`src/rtl/rom_fetch_unit.sv`:
```
// rom_fetch_unit: sequential byte fetcher for a registered-output ROM.
// Drives a single-cycle read strobe and captures the returned byte.
// Presents the byte with its source address on a valid/ready handshake.
// A jump reloads the program counter and discards any fetch in progress.
module rom_fetch_unit #(
    parameter int unsigned ADDR_W     = 32'd4,
    parameter int unsigned DATA_W     = 32'd8,
    parameter int unsigned START_ADDR = 32'd0
) (
    input  logic              clk,
    input  logic              rst,
    input  logic              run,
    input  logic              jump_en,
    input  logic [ADDR_W-1:0] jump_addr,
    output logic              rom_rd,
    output logic [ADDR_W-1:0] rom_addr,
    input  logic [DATA_W-1:0] rom_data,
    output logic [DATA_W-1:0] instr_data,
    output logic [ADDR_W-1:0] instr_pc,
    output logic              instr_valid,
    input  logic              instr_ready
);

    typedef enum logic [1:0] {
        S_IDLE    = 2'd0,
        S_ISSUE   = 2'd1,
        S_CAPTURE = 2'd2,
        S_HOLD    = 2'd3
    } state_t;

    localparam logic [ADDR_W-1:0] START_PC = ADDR_W'(START_ADDR);
    localparam logic [ADDR_W-1:0] PC_ONE   = ADDR_W'(32'd1);

    state_t              state_r;
    state_t              state_s;
    logic [ADDR_W-1:0]   pc_r;
    logic [ADDR_W-1:0]   pc_s;
    logic [ADDR_W-1:0]   fetch_pc_r;
    logic [ADDR_W-1:0]   fetch_pc_s;
    logic                cancel_r;      // fetch issued in a jump cycle; drop its data
    logic                cancel_s;
    logic                rom_rd_r;
    logic [DATA_W-1:0]   instr_data_r;
    logic [DATA_W-1:0]   instr_data_s;
    logic [ADDR_W-1:0]   instr_pc_r;
    logic [ADDR_W-1:0]   instr_pc_s;
    logic                instr_valid_r;
    logic                instr_valid_s;

    // Next-state, program counter and output-register logic.
    always_comb begin
        state_s       = state_r;
        pc_s          = pc_r;
        fetch_pc_s    = fetch_pc_r;
        cancel_s      = cancel_r;
        instr_data_s  = instr_data_r;
        instr_pc_s    = instr_pc_r;
        instr_valid_s = instr_valid_r;

        case (state_r)
            S_IDLE: begin
                instr_valid_s = 1'b0;
                cancel_s      = 1'b0;
                if (run) begin
                    state_s = S_ISSUE;
                end else begin
                    state_s = S_IDLE;
                end
            end

            S_ISSUE: begin
                fetch_pc_s = pc_r;
                state_s    = S_CAPTURE;
                if (jump_en) begin
                    cancel_s = 1'b1;
                end else begin
                    cancel_s = 1'b0;
                    pc_s     = pc_r + PC_ONE;
                end
            end

            S_CAPTURE: begin
                cancel_s = 1'b0;
                if (jump_en || cancel_r) begin
                    // Returned byte belongs to an abandoned address stream.
                    instr_valid_s = 1'b0;
                    state_s       = S_ISSUE;
                end else begin
                    instr_data_s  = rom_data;
                    instr_pc_s    = fetch_pc_r;
                    instr_valid_s = 1'b1;
                    state_s       = S_HOLD;
                end
            end

            S_HOLD: begin
                if (jump_en) begin
                    // Jump wins over a simultaneous accept: byte is not delivered.
                    instr_valid_s = 1'b0;
                    state_s       = S_ISSUE;
                end else if (instr_ready) begin
                    instr_valid_s = 1'b0;
                    if (run) begin
                        state_s = S_ISSUE;
                    end else begin
                        state_s = S_IDLE;
                    end
                end else begin
                    state_s = S_HOLD;
                end
            end

            default: begin
                state_s       = S_IDLE;
                instr_valid_s = 1'b0;
                cancel_s      = 1'b0;
            end
        endcase

        // A jump overrides any increment in every state.
        if (jump_en) begin
            pc_s = jump_addr;
        end else begin
            pc_s = pc_s;
        end
    end

    // State, address and output registers with asynchronous reset.
    always_ff @(posedge clk or posedge rst) begin
        if (rst) begin
            state_r       <= S_IDLE;
            pc_r          <= START_PC;
            fetch_pc_r    <= '0;
            cancel_r      <= 1'b0;
            rom_rd_r      <= 1'b0;
            instr_data_r  <= '0;
            instr_pc_r    <= '0;
            instr_valid_r <= 1'b0;
        end else begin
            state_r       <= state_s;
            pc_r          <= pc_s;
            fetch_pc_r    <= fetch_pc_s;
            cancel_r      <= cancel_s;
            rom_rd_r      <= (state_s == S_ISSUE);
            instr_data_r  <= instr_data_s;
            instr_pc_r    <= instr_pc_s;
            instr_valid_r <= instr_valid_s;
        end
    end

    assign rom_rd      = rom_rd_r;
    assign rom_addr    = pc_r;
    assign instr_data  = instr_data_r;
    assign instr_pc    = instr_pc_r;
    assign instr_valid = instr_valid_r;

endmodule
```
`config.mk`:
```
export PLATFORM = sky130hd
export DESIGN_NAME = rom_fetch_unit
export DESIGN_NICKNAME = d
export VERILOG_FILES = /design/src/rtl/rom_fetch_unit.sv
export SDC_FILE = /design/constraint.sdc
export NUM_CORES = 1
export LEC_CHECK = 0
export CORE_MARGIN = 1.5
export CORE_UTILIZATION = 47
export CTS_BUF_LIST = sky130_fd_sc_hd__clkbuf_8
export DETAILED_ROUTE_END_ITERATION = 8
export PLACE_DENSITY = 0.83
export SETUP_SLACK_MARGIN = 0.05
export SLEW_MARGIN = 20
export SYNTH_ARGS = -nofsm -noshare
export SYNTH_HDL_FRONTEND = slang
export SYNTH_SLANG_ARGS = --single-unit
```
`constraint.sdc`:
```
create_clock -name clk -period 1.7 [get_ports clk]
set_input_delay 0.34 -clock clk [delete_from_list [all_inputs] [get_ports clk]]
set_output_delay 0.34 -clock clk [all_outputs]
set_load 0.01 [all_outputs]
```
# == Yosys cells after proc, flatten, opt, wreduce, memory -nomap -nowiden ==
# Cells that the tools add are included.
# word_totals
input_bits,17
word_cells,36
out_inout_bits,18
register_bits,25
# classes
n_bitwise,1
addsub,1
mux,13
n_eq_ne,5
reduce_logical,8
# op_table
op,n
$mux 4,2
$pmux 2 s4,1
$mux 2,3
$mux 1,5
$add 4x1->4 const B,1
$eq 2x1->1 const B,2
$eq 2x2->1 const B,2
$reduce_and 2->1,2
$reduce_bool 2->1,2
$ne 3x3->1 const B,1
$pmux 1 s3,1
$reduce_bool 3->1,1
$logic_not 2->1,1
$pmux 1 s2,1
$reduce_or 2->1,1
$logic_or 1x1->1,1
$not 1->1,1

# == Longest topological paths before layout ==
# Gate-level depths: netlist of run 1.
# logic_depth
ltp_word,5
ltp_mapped,5
depth_no_buf,4

# == Worst setup path before layout of run 1 ==
# Ideal clock, no wire load.
# synth_timing
path_type,reg2reg
from,reg state_r[0]
to,reg instr_data_r[0] (netlist: instr_data[0])
setup_time_ps,125
synth_period_minus_slack_ps,1577
path_slack_ps,123
stages_incl_launch_ff,6
n_path_buf,2
t_required_ps,1575
t_arrival_ps,1452
cell_sequence,dfrtp_1 -> buf_2 -> or3b_4 -> nor2_4 -> buf_12 -> mux2_4
# synth_between
elab_chain_len,2
# synth_lines
item,line_no,source
from (decl),34,state_t state_r;
from (signal assigned),140,state_r <= state_s;
$eq 2x2->1,60,case (state_r)
$reduce_and 2->1 (no source line),-,
to (signal assigned),145,instr_data_r <= instr_data_s;
to (decl),43,logic [DATA_W-1:0] instr_data_r;
# No other way between the ends.
# A chain may end at the register's enable or synchronous reset.

# == Final worst setup path of run 1 ==
# layout_timing
from,reg pc_r[2] (netlist: rom_addr[2])
to,out rom_addr[2]
# layout_rtl
item,line_no,source
from (decl),36,logic [ADDR_W-1:0] pc_r;
from (signal assigned),141,pc_r <= pc_s;
to (decl),16,"output logic [ADDR_W-1:0] rom_addr,"
# No word-level cell between the ends.

==> results.ini, run 1 <==
[run_status]
outcome=finished clean

[layout]
fin_nets=151
syn_to_final_growth_pct=39.67
nFillCells=179
drive_gt1_frac=0.1894
final_cell_count_no_fill=160
n_antenna_cell=0
utilization=0.7042

[yosys]
synth_cells=91
synth_area_leaders=dfrtp_1, mux2_4, nand2_1, o21ai_0, mux2i_1
synth_top_area_share=0.5556
synth-seq-cells=25
synthesis.area_sq_um=1126
synth_top_area_cell=dfrtp_1
yosysSeqAreaShare=0.5556
synthDistinctLibCells=30
syn_nets=109
synth.avg_cell_area_sq_um=12.37
ys_warn_count=0

[clock_network]
clk_pin_slew_worst_paths_ns=0.08
h-tree-depth=1
clockBufferDepth=2
hold_buffers=0
insertion_delay_ns=0.26
cts_root_buf=clkbuf_8
cts_tree=done
cts_sinks=25
cts_buffers=3

[placed_design]
dp_cells=155
place.port_buffers=34
dp_hpwl_um=1513
place_ws_ns=0.1304
place.gp.congestion=0.7228

[timing]
rsz0062_at_grt=false
slew_headroom=0.7938
max_freq_ghz=0.6309
fin_ws_ns=0.1150
setup_tns_ns=0
fin_skew_ns=0.004053
min_period_ns=1.585
setup_viol_count_final=0
tightest_slew_ns=0.3092
finalHoldViolations=0
report.final.slew_viol_count=0
timing.final.crit_share=0.9324

[power]
power.density_nw_per_um2=1685
leakagePower_nw=0.7149
vdd_drop_max_mv=1.066

[die]
boundaryPins=35
die_w_um=51.95
start_util=0.5042
dieArea_sq_um=2699
core_sq_um=2233
num_rows=17
fp.dieH_um=51.95

[grt]
gr-usage-all-layers=0.1824
grt_pass1_vias=793
antenna_found_initial=0
grt-ovfl-total=0
grt_pass1_wl_um=3532
grt_max_degree=26

[worst_setup_path]
timing.rr.start=cancel_r
cp_num_buf_inv=1
reg2reg_to=instr_data[6]
path_cells=clkdlybuf4s50_1
critical_path.top_delay_family=buffers and inverters
r2r_cells=4
reg2reg_slack_ns=0.15
slowest_delay_ns=0.56
crit_path_top_delay_cell=clkdlybuf4s50_1
cp_data_arrival_time_ns=1.25
crit_cells=1
endpoint=rom_addr[2]
worst_setup_path_end_kind=output port
startpoint_type=flop
worst-path-max-fanout=4
startpoint=rom_addr[2]
crit_required_ns=1.36
path_class=flop to output port

[routing]
ant_nets=0
via_count=796
first_pass_iters=4
finalWirelength_um=2093
wl_per_cell_um=13.08
drc=0
drt-initial-drc-count=2
viasPerCell=4.975

[run]
maxCapViolCount=0

[worst_hold_path]
min_path_type=input pin to async pin

## worst reg2reg max path, stage by stage, from the launching register on
cell and delay [ns]:
dfrtp_1 0.40, or3b_4 0.44, nor2_4 0.11, buf_12 0.15, mux2_2 0.33
## power by group
part / switching, mW / total [mW] / internal, mW / leakage [nW]
Combinational: 0.487 / 1.28 / 0.796 / 0.384
Sequential: 0.164 / 1.03 / 0.866 / 0.304
Clock: 0.176 / 0.337 / 0.161 / 0.0269
Total: 0.827 / 2.65 / 1.82 / 0.715
## worst min path at each step
stage / start / endpoint / slack [ns] / depth (start not counted)
6_report: rst / rom_addr[2] / 0.42 / 3
5_1_grt: rst / instr_data[4] / 0.46 / 3
4_1_cts: rst / rom_addr[2] / 0.43 / 3
3_5_place_dp: fetch_pc_r[1] / fetch_pc_r[1] / 0.47 / 2
3_3_place_gp: fetch_pc_r[1] / fetch_pc_r[1] / 0.46 / 2
2_1_floorplan: rst / cancel_r / 0.37 / 1
## stage by stage
step / power (mW) / hold WS (ns) / area (sq um)
floorplan: 1.752 / 0.3673 / 1126
global placement: 2.266 / 0.4581 / 1519
detailed placement: 2.320 / 0.4737 / 1519
CTS: 2.669 / 0.4275 / 1564
global route: 2.841 / 0.4608 / 1573
finish: 2.650 / 0.4215 / 1573
## per-layer routing
layer	GRT usage	vias up	wire length, um
met3	0.03448	4	109
li1	-	388	-
met5	0	-	0
met2	0.2996	30	971
met4	0.1053	0	40
met1	0.2222	374	972
## synth_stat cells (all sizes together)
| library cell | count |
|---|---|
| dfrtp | 25 |
| nand2 | 15 |
| mux2 | 12 |
| o21ai | 7 |
| inv | 4 |
| buf | 3 |
| mux2i | 3 |
| nor2 | 3 |
| nand2b | 2 |
| a21o | 1 |
| a21oi | 1 |
| a31oi | 1 |
| and2b | 1 |
| and3 | 1 |
| clkbuf | 1 |
| ha | 1 |
| nand3 | 1 |
| nand3b | 1 |
| nor2b | 1 |
| o21a | 1 |
| o22ai | 1 |
| o31ai | 1 |
| or3 | 1 |
| or3b | 1 |
| xnor2 | 1 |
| xor2 | 1 |
## layout make-up
type,instances,area [sq um],share of cell area
Clock inverter,1,3.754,0.002387
Multi-Input combinational cell,58,445.4,0.2832
Sequential cell,25,626.9,0.3986
Clock buffer,3,41.29,0.02625
Inverter,4,15.01,0.009547
Timing Repair Buffer,41,405.4,0.2578
Tap cell,28,35.03,0.02228
## layout by cell type, fill, tap and decap left out
master | synthesis | final
nand3b_1 | 1 | 1
and3_1 | 1 | 1
a21o_1 | 1 | 1
nand2_1 | 15 | 15
nor2b_1 | 1 | 1
nor2_4 | 1 | 1
or3b_4 | 1 | 1
buf_12 | 1 | 1
o21ai_0 | 7 | 7
mux2_2 | 2 | 2
and2b_1 | 1 | 1
nor2_1 | 2 | 2
mux2i_1 | 3 | 3
mux2_4 | 10 | 10
xnor2_1 | 1 | 1
clkdlybuf4s50_1 | 0 | 34
inv_1 | 4 | 5
dfrtp_2 | 0 | 1
o22ai_1 | 1 | 1
a31oi_1 | 1 | 1
or3_1 | 1 | 1
buf_4 | 0 | 6
o31ai_1 | 1 | 1
a21oi_1 | 1 | 1
dfrtp_1 | 25 | 24
ha_1 | 1 | 1
xor2_1 | 1 | 1
clkbuf_8 | 0 | 3
nand2b_1 | 2 | 2
nand3_1 | 1 | 1
o21a_1 | 1 | 1
## kinds of logic (layout without fill, tap and decap cells)
| group | after synthesis | in the layout | synth area share |
|---|---|---|---|
| and+or+nand+nor | 27 | 27 | 0.1222 |
| DFF | 25 | 25 | 0.5556 |
| muxes | 15 | 15 | 0.1800 |
| AOI/OAI and AO/OA | 13 | 13 | 0.06667 |
| buffers and inverters | 8 | 49 | 0.04888 |
| xor gates and xnor gates | 2 | 2 | 0.01556 |
| adders and majority gates | 1 | 1 | 0.01111 |
## registers in the layout, summed over array words and instances (netlist names)
name         flops
instr_valid      1
state_r          2
rom_addr         4
cancel_r         1
instr_data       8
instr_pc         4
fetch_pc_r       4
rom_rd           1
## repair_timing
| action | CTS | global route |
|---|---|---|
| setup buffers | 0 | 1 |
| setup endpoints to repair | 0 | 2 |
| gates resized for setup | 0 | 1 |
(Power assumes the default switching activity.)
==> run 2: changes to the inputs <==
Settings changed: CORE_UTILIZATION 47 to 51, PLACE_DENSITY 0.83 to 0.88.
Clock period 1.7 ns to 1.95 ns, I/O delays scaled along.
==> results.ini, run 2 (same netlist as run 1, synthesis figures left out) <==
[run_status]
outcome=finished clean

[worst_setup_path]
worst_setup_path_end_kind=output port
cp_data_arrival_time_ns=1.28  ; +0.03 ns
endpoint=rom_addr[0]
path_class=flop to output port
reg2reg_slack_ns=0.32  ; +0.17 ns
startpoint=rom_addr[0]
slowest_delay_ns=0.58  ; +0.02 ns
r2r_cells=4  ; unchanged
worst-path-max-fanout=5  ; +1
reg2reg_to=instr_data[7]
path_cells=clkdlybuf4s50_1
critical_path.top_delay_family=buffers and inverters
crit_path_top_delay_cell=clkdlybuf4s50_1
cp_num_buf_inv=1  ; unchanged
crit_cells=1  ; unchanged
startpoint_type=flop
timing.rr.start=state_r[0]
crit_required_ns=1.56  ; +0.20 ns

[timing]
fin_skew_ns=0.005413  ; +0.001361 ns
setup_viol_count_final=0  ; unchanged
tightest_slew_ns=0.3069  ; -0.002360 ns
setup_tns_ns=0  ; unchanged
max_freq_ghz=0.5999
min_period_ns=1.667
slew_headroom=0.7954  ; +0.001574
rsz0062_at_grt=false
finalHoldViolations=0  ; unchanged
report.final.slew_viol_count=0  ; unchanged
timing.final.crit_share=0.8548

[clock_network]
insertion_delay_ns=0.26  ; about the same
clk_pin_slew_worst_paths_ns=0.08  ; about the same
cts_sinks=25  ; unchanged
post_cts.repair.setup_buffers=0  ; unchanged
hold_buffers=0  ; unchanged
h-tree-depth=1  ; unchanged
cts_buffers=3  ; unchanged
cts_resized=0  ; unchanged
cts_tree=done
cts_root_buf=clkbuf_8
clockBufferDepth=2  ; unchanged

[grt]
grt_pass1_wl_um=3615  ; +2.3%
grt_use_met2=0.3377  ; +0.03814
grt-ovfl-total=0  ; unchanged
grt.busiest_layer=met2
gr-usage-all-layers=0.1917  ; +0.009332
grt_max_degree=26  ; unchanged
grt.met1_usage=0.2200  ; -0.002222
grt_pass1_vias=870  ; +9.7%
antenna_found_initial=0  ; unchanged
met3_usage=0.03333  ; -0.001149

[power]
vdd_drop_max_mv=1.093  ; +2.4%
p_total_mw=2.279  ; -14%
leakagePower_nw=0.7003  ; -2.0%
power.density_nw_per_um2=1472  ; -13%

[layout]
largest_register_ffs=8  ; unchanged
final_cell_mix=clkdlybuf4s50_1, dfrtp_1, nand2_1
syn_to_final_growth_pct=37.56
fin_nets=148  ; -2.0%
drive_gt1_frac=0.1705  ; -0.01885
n_antenna_cell=0  ; unchanged
final_common_cell=clkdlybuf4s50_1

[routing]
wl_per_cell_um=13.64  ; +4.3%
drc=0  ; unchanged
drt-initial-drc-count=17  ; +15
viasPerCell=5.256  ; +5.7%
via_count=820  ; +3.0%
finalWirelength_um=2128  ; +1.7%
first_pass_iters=4  ; unchanged
ant_nets=0  ; unchanged

[die]
die_w_um=49.99  ; -3.8%
fp.dieH_um=49.99  ; -3.8%
num_rows=16  ; -1
dieArea_sq_um=2499  ; -7.4%
core_sq_um=2022  ; -9.5%
boundaryPins=35  ; unchanged
start_util=0.5569  ; +0.05273

[placed_design]
place.gp.congestion=0.7129  ; -1.4%
dp_hpwl_um=1578  ; +4.3%
place.port_buffers=34  ; unchanged

[run]
maxCapViolCount=0  ; unchanged

[worst_hold_path]
min_path_type=input pin to async pin

run 2: changes by cell type in the layout (fill, tap and decap cells not counted):
cell and change:
dfrtp_2 -1, dfrtp_1 +1, buf_4 -3, clkinv_2 +1, inv_1 -1
run 2: worst min-delay path by stage:
| stage | startpoint | end | slack, ns | cells past startpoint |
|---|---|---|---|---|
| 4_1_cts | rst | instr_pc[1] | 0.49 | 3 |
| 6_report | rst | fetch_pc_r[2] | 0.48 | 3 |
| 3_5_place_dp | instr_data[3] | instr_data[3] | 0.49 | 1 |
| 2_1_floorplan | rst | cancel_r | 0.42 | 1 |
| 5_1_grt | rst | instr_data[3] | 0.51 | 3 |
| 3_3_place_gp | fetch_pc_r[2] | fetch_pc_r[2] | 0.46 | 2 |
run 2: layer usage:
layer | part of all wire | vias up | routed length (um)
met5 | 0 | - | 0
met4 | 0.025 | 0 | 54
met3 | 0.047 | 8 | 101
met2 | 0.49 | 36 | 1039
met1 | 0.44 | 391 | 933
li1 | - | 385 | -
run 2: per-stage QoR:
step | std cells | hold WS, ns | util | setup WS [ns] | cell area (sq um)
6_report | 156 | 0.4776 | 0.7661 | 0.2831 | 1549
5_1_grt | 156 | 0.5142 | 0.7661 | 0.2189 | 1549
4_1_cts | 156 | 0.4883 | 0.7661 | 0.2805 | 1549
3_5_place_dp | 152 | 0.4920 | 0.7432 | 0.3249 | 1503
3_3_place_gp | 152 | 0.4606 | 0.7432 | 0.3449 | 1503
2_1_floorplan | 91 | 0.4173 | - | 0.3725 | 1126
run 2: cell type report:
type                       count  area (sq um)
sequential                    25         625.6
fill                         134         473.0
multi-input combinational     58         445.4
timing repair buffer          38         382.9
clock buffer                   3         41.29
tap                           27         33.78
inverter                       4         15.01
clock inverter                 1         5.005
run 2: tightest hold or removal path: stages:
cell             delay [ns]
clkdlybuf4s50_1        0.40
inv_1                  0.05
buf_4                  0.29
run 2: where the power goes:
part	total [mW]	internal, mW	switching [mW]
Clock	0.291	0.142	0.149
Sequential	0.919	0.753	0.166
Combinational	1.07	0.658	0.411
==> run 3: changes to the inputs <==
Settings changed: CORE_UTILIZATION 51 to 58, DONT_BUFFER_PORTS set to 1, PLACE_DENSITY 0.88 to 0.78.
Clock period 1.95 ns to 1.4 ns, I/O delays scaled along.
==> results.ini, run 3 (same netlist as run 1, synthesis figures left out) <==
[power]
switchingPower_mw=0.9326  ; +28%
combPwrFrac=0.356  ; -0.113
pwr-share-seq=0.500  ; +0.097
leakagePower_nw=0.6038  ; -14%
power.density_nw_per_um2=2194  ; +49%
vdd_drop_max_mv=1.203  ; +10%
internal_power_mw=1.846  ; +19%
clkPwrFrac=0.144  ; +0.016
p_sw_frac=0.3357  ; +0.01696

[clock_network]
h-tree-depth=1  ; unchanged
cts_buffers=3  ; unchanged
cts_sinks=25  ; unchanged
clk_pin_slew_worst_paths_ns=0.08  ; about the same
insertion_delay_ns=0.26  ; about the same
clockBufferDepth=2  ; unchanged
cts_root_buf=clkbuf_8
cts_tree=done

[timing]
setup_viol_count_final=12  ; +12
report.final.slew_viol_count=0  ; unchanged
tightest_slew_ns=0.4715  ; +0.1646 ns
timing.final.crit_share=1.072
finalHoldViolations=0  ; unchanged
slew_headroom=0.6853  ; -0.1101
fin_skew_ns=0.003632  ; -0.001781 ns
min_period_ns=1.501
max_freq_ghz=0.6662
rsz0062_at_grt=true
setup_tns_ns=-1.119  ; -1.119 ns
fin_ws_ns=-0.1010  ; -0.3841 ns

[placed_design]
dp_hpwl_um=1361  ; -14%
place.port_buffers=0  ; -100%
dp_cells=120  ; -21%
placed_cell_area_sq_um=1202  ; -20%
place_ws_ns=-0.09918  ; -0.4241 ns
place.gp.congestion=0.7760  ; +8.9%

[worst_setup_path]
cp_num_buf_inv=1  ; unchanged
path_cells=or3b_4 > nor2_4 > buf_12 > mux2_4
worst_setup_path_end_kind=flop
startpoint=cancel_r
slowest_delay_ns=0.42  ; -0.16 ns
crit_required_ns=1.55  ; about the same
critical_path.top_delay_family=simple AND/OR/NAND/NOR gates
worst-path-max-fanout=10  ; +5
startpoint_type=flop
r2r_cells=4  ; unchanged
cp_data_arrival_time_ns=1.65  ; +0.37 ns
path_class=flop to flop
crit_path_top_delay_cell=or3b_4
reg2reg_slack_ns=-0.10  ; -0.42 ns
reg2reg_to=instr_data[3]
timing.rr.start=cancel_r

[layout]
largest_register_ffs=8  ; unchanged
syn_to_final_growth_pct=12.44
n_antenna_cell=0  ; unchanged
nFillCells=128  ; -4.5%
fin_nets=120  ; -19%
design_area_sq_um=1266  ; -18%
final_cell_mix=dfrtp_1, nand2_1, mux2_4
drive_gt1_frac=0.2673  ; +0.09678
final_common_cell=dfrtp_1
final_cell_count_no_fill=126  ; -19%

[grt]
grt.met1_usage=0.1932  ; -0.02685
met3_usage=0.03462  ; +0.001282
grt_pass1_wl_um=2718  ; -25%
gr-usage-all-layers=0.1778  ; -0.01388
grt_use_met2=0.3205  ; -0.01717
grt-ovfl-total=0  ; unchanged
grt.busiest_layer=met2
grt_max_degree=16  ; -38%
antenna_found_initial=0  ; unchanged
grt_pass1_vias=686  ; -21%

[worst_hold_path]
min_path_type=input pin to flop
min_delay_path_depth=1
hold_path_end=instr_valid
holdCritStartpoint=jump_en

[die]
die_w_um=47.06  ; -5.9%
boundaryPins=35  ; unchanged
dieArea_sq_um=2215  ; -11%
start_util=0.6316  ; +0.07465
fp.dieH_um=47.06  ; -5.9%
core_sq_um=1783  ; -12%
num_rows=15  ; -1

[routing]
drt-initial-drc-count=11  ; -6
drc=0  ; unchanged
via_count=693  ; -15%
ant_nets=0  ; unchanged
finalWirelength_um=1840  ; -14%
wl_per_cell_um=14.60  ; +7.1%
viasPerCell=5.500  ; +4.6%
first_pass_iters=4  ; unchanged

[run]
maxCapViolCount=0  ; unchanged

[run_status]
violations=setup timing
outcome=finished with violations

run 3: cell count changes in the layout (fill, tap and decap cells not counted), sizes merged:
cell and delta:
inv +1, dlygate4sd3 +1, buf +5, clkdlybuf4s50 -34, clkinv -1
run 3: stage by stage:
stage / power (mW) / hold slack [ns] / util
after global routing: 2.968 / 0.09493 / 0.7102
after detailed placement: 2.373 / 0.2092 / 0.6744
after floorplan: 2.149 / 0.3073 / -
after global placement: 2.317 / 0.2014 / 0.6744
final: 2.778 / 0.1054 / 0.7102
after CTS: 2.798 / 0.09907 / 0.7095
run 3: power groups by stage:
stage | logic [mW] | clock network, mW | registers [mW]
after CTS | 0.996 | 0.409 | 1.39
after detailed placement | 0.967 | 0 | 1.41
after global placement | 0.928 | 0 | 1.39
after global routing | 1.10 | 0.436 | 1.44
after floorplan | 0.810 | 0 | 1.34
final | 0.989 | 0.400 | 1.39
run 3: repair_timing:
item,CTS,global route
setup endpoints to repair,12,13
setup buffers,1,0
hold endpoints to repair,10,0
hold buffers,1,0
gates resized for setup,0,1
run 3: per-layer routing:
layer / up-vias / share of wire
met5: - / 0
met4: 0 / 0.0082
met3: 2 / 0.067
met2: 30 / 0.50
met1: 336 / 0.43
li1: 325 / -
run 3: how the worst max path moves through the flow:
stage / cells after the start / end
2_1_floorplan: 5 / instr_data[0]
3_3_place_gp: 4 / instr_data[2]
3_5_place_dp: 4 / instr_data[3]
4_1_cts: 4 / instr_data[3]
5_1_grt: 4 / instr_pc[1]
6_report: 4 / instr_data[3]
run 3: final cells by class:
| class | instances | area (sq um) | area share |
|---|---|---|---|
| Inverter | 4 | 15.01 | 0.01186 |
| Multi-Input combinational cell | 58 | 446.7 | 0.3528 |
| Clock buffer | 3 | 41.29 | 0.03261 |
| Sequential cell | 25 | 625.6 | 0.4941 |
| Tap cell | 25 | 31.28 | 0.02470 |
| Clock inverter | 1 | 3.754 | 0.002964 |
| Timing Repair Buffer | 10 | 102.6 | 0.08103 |
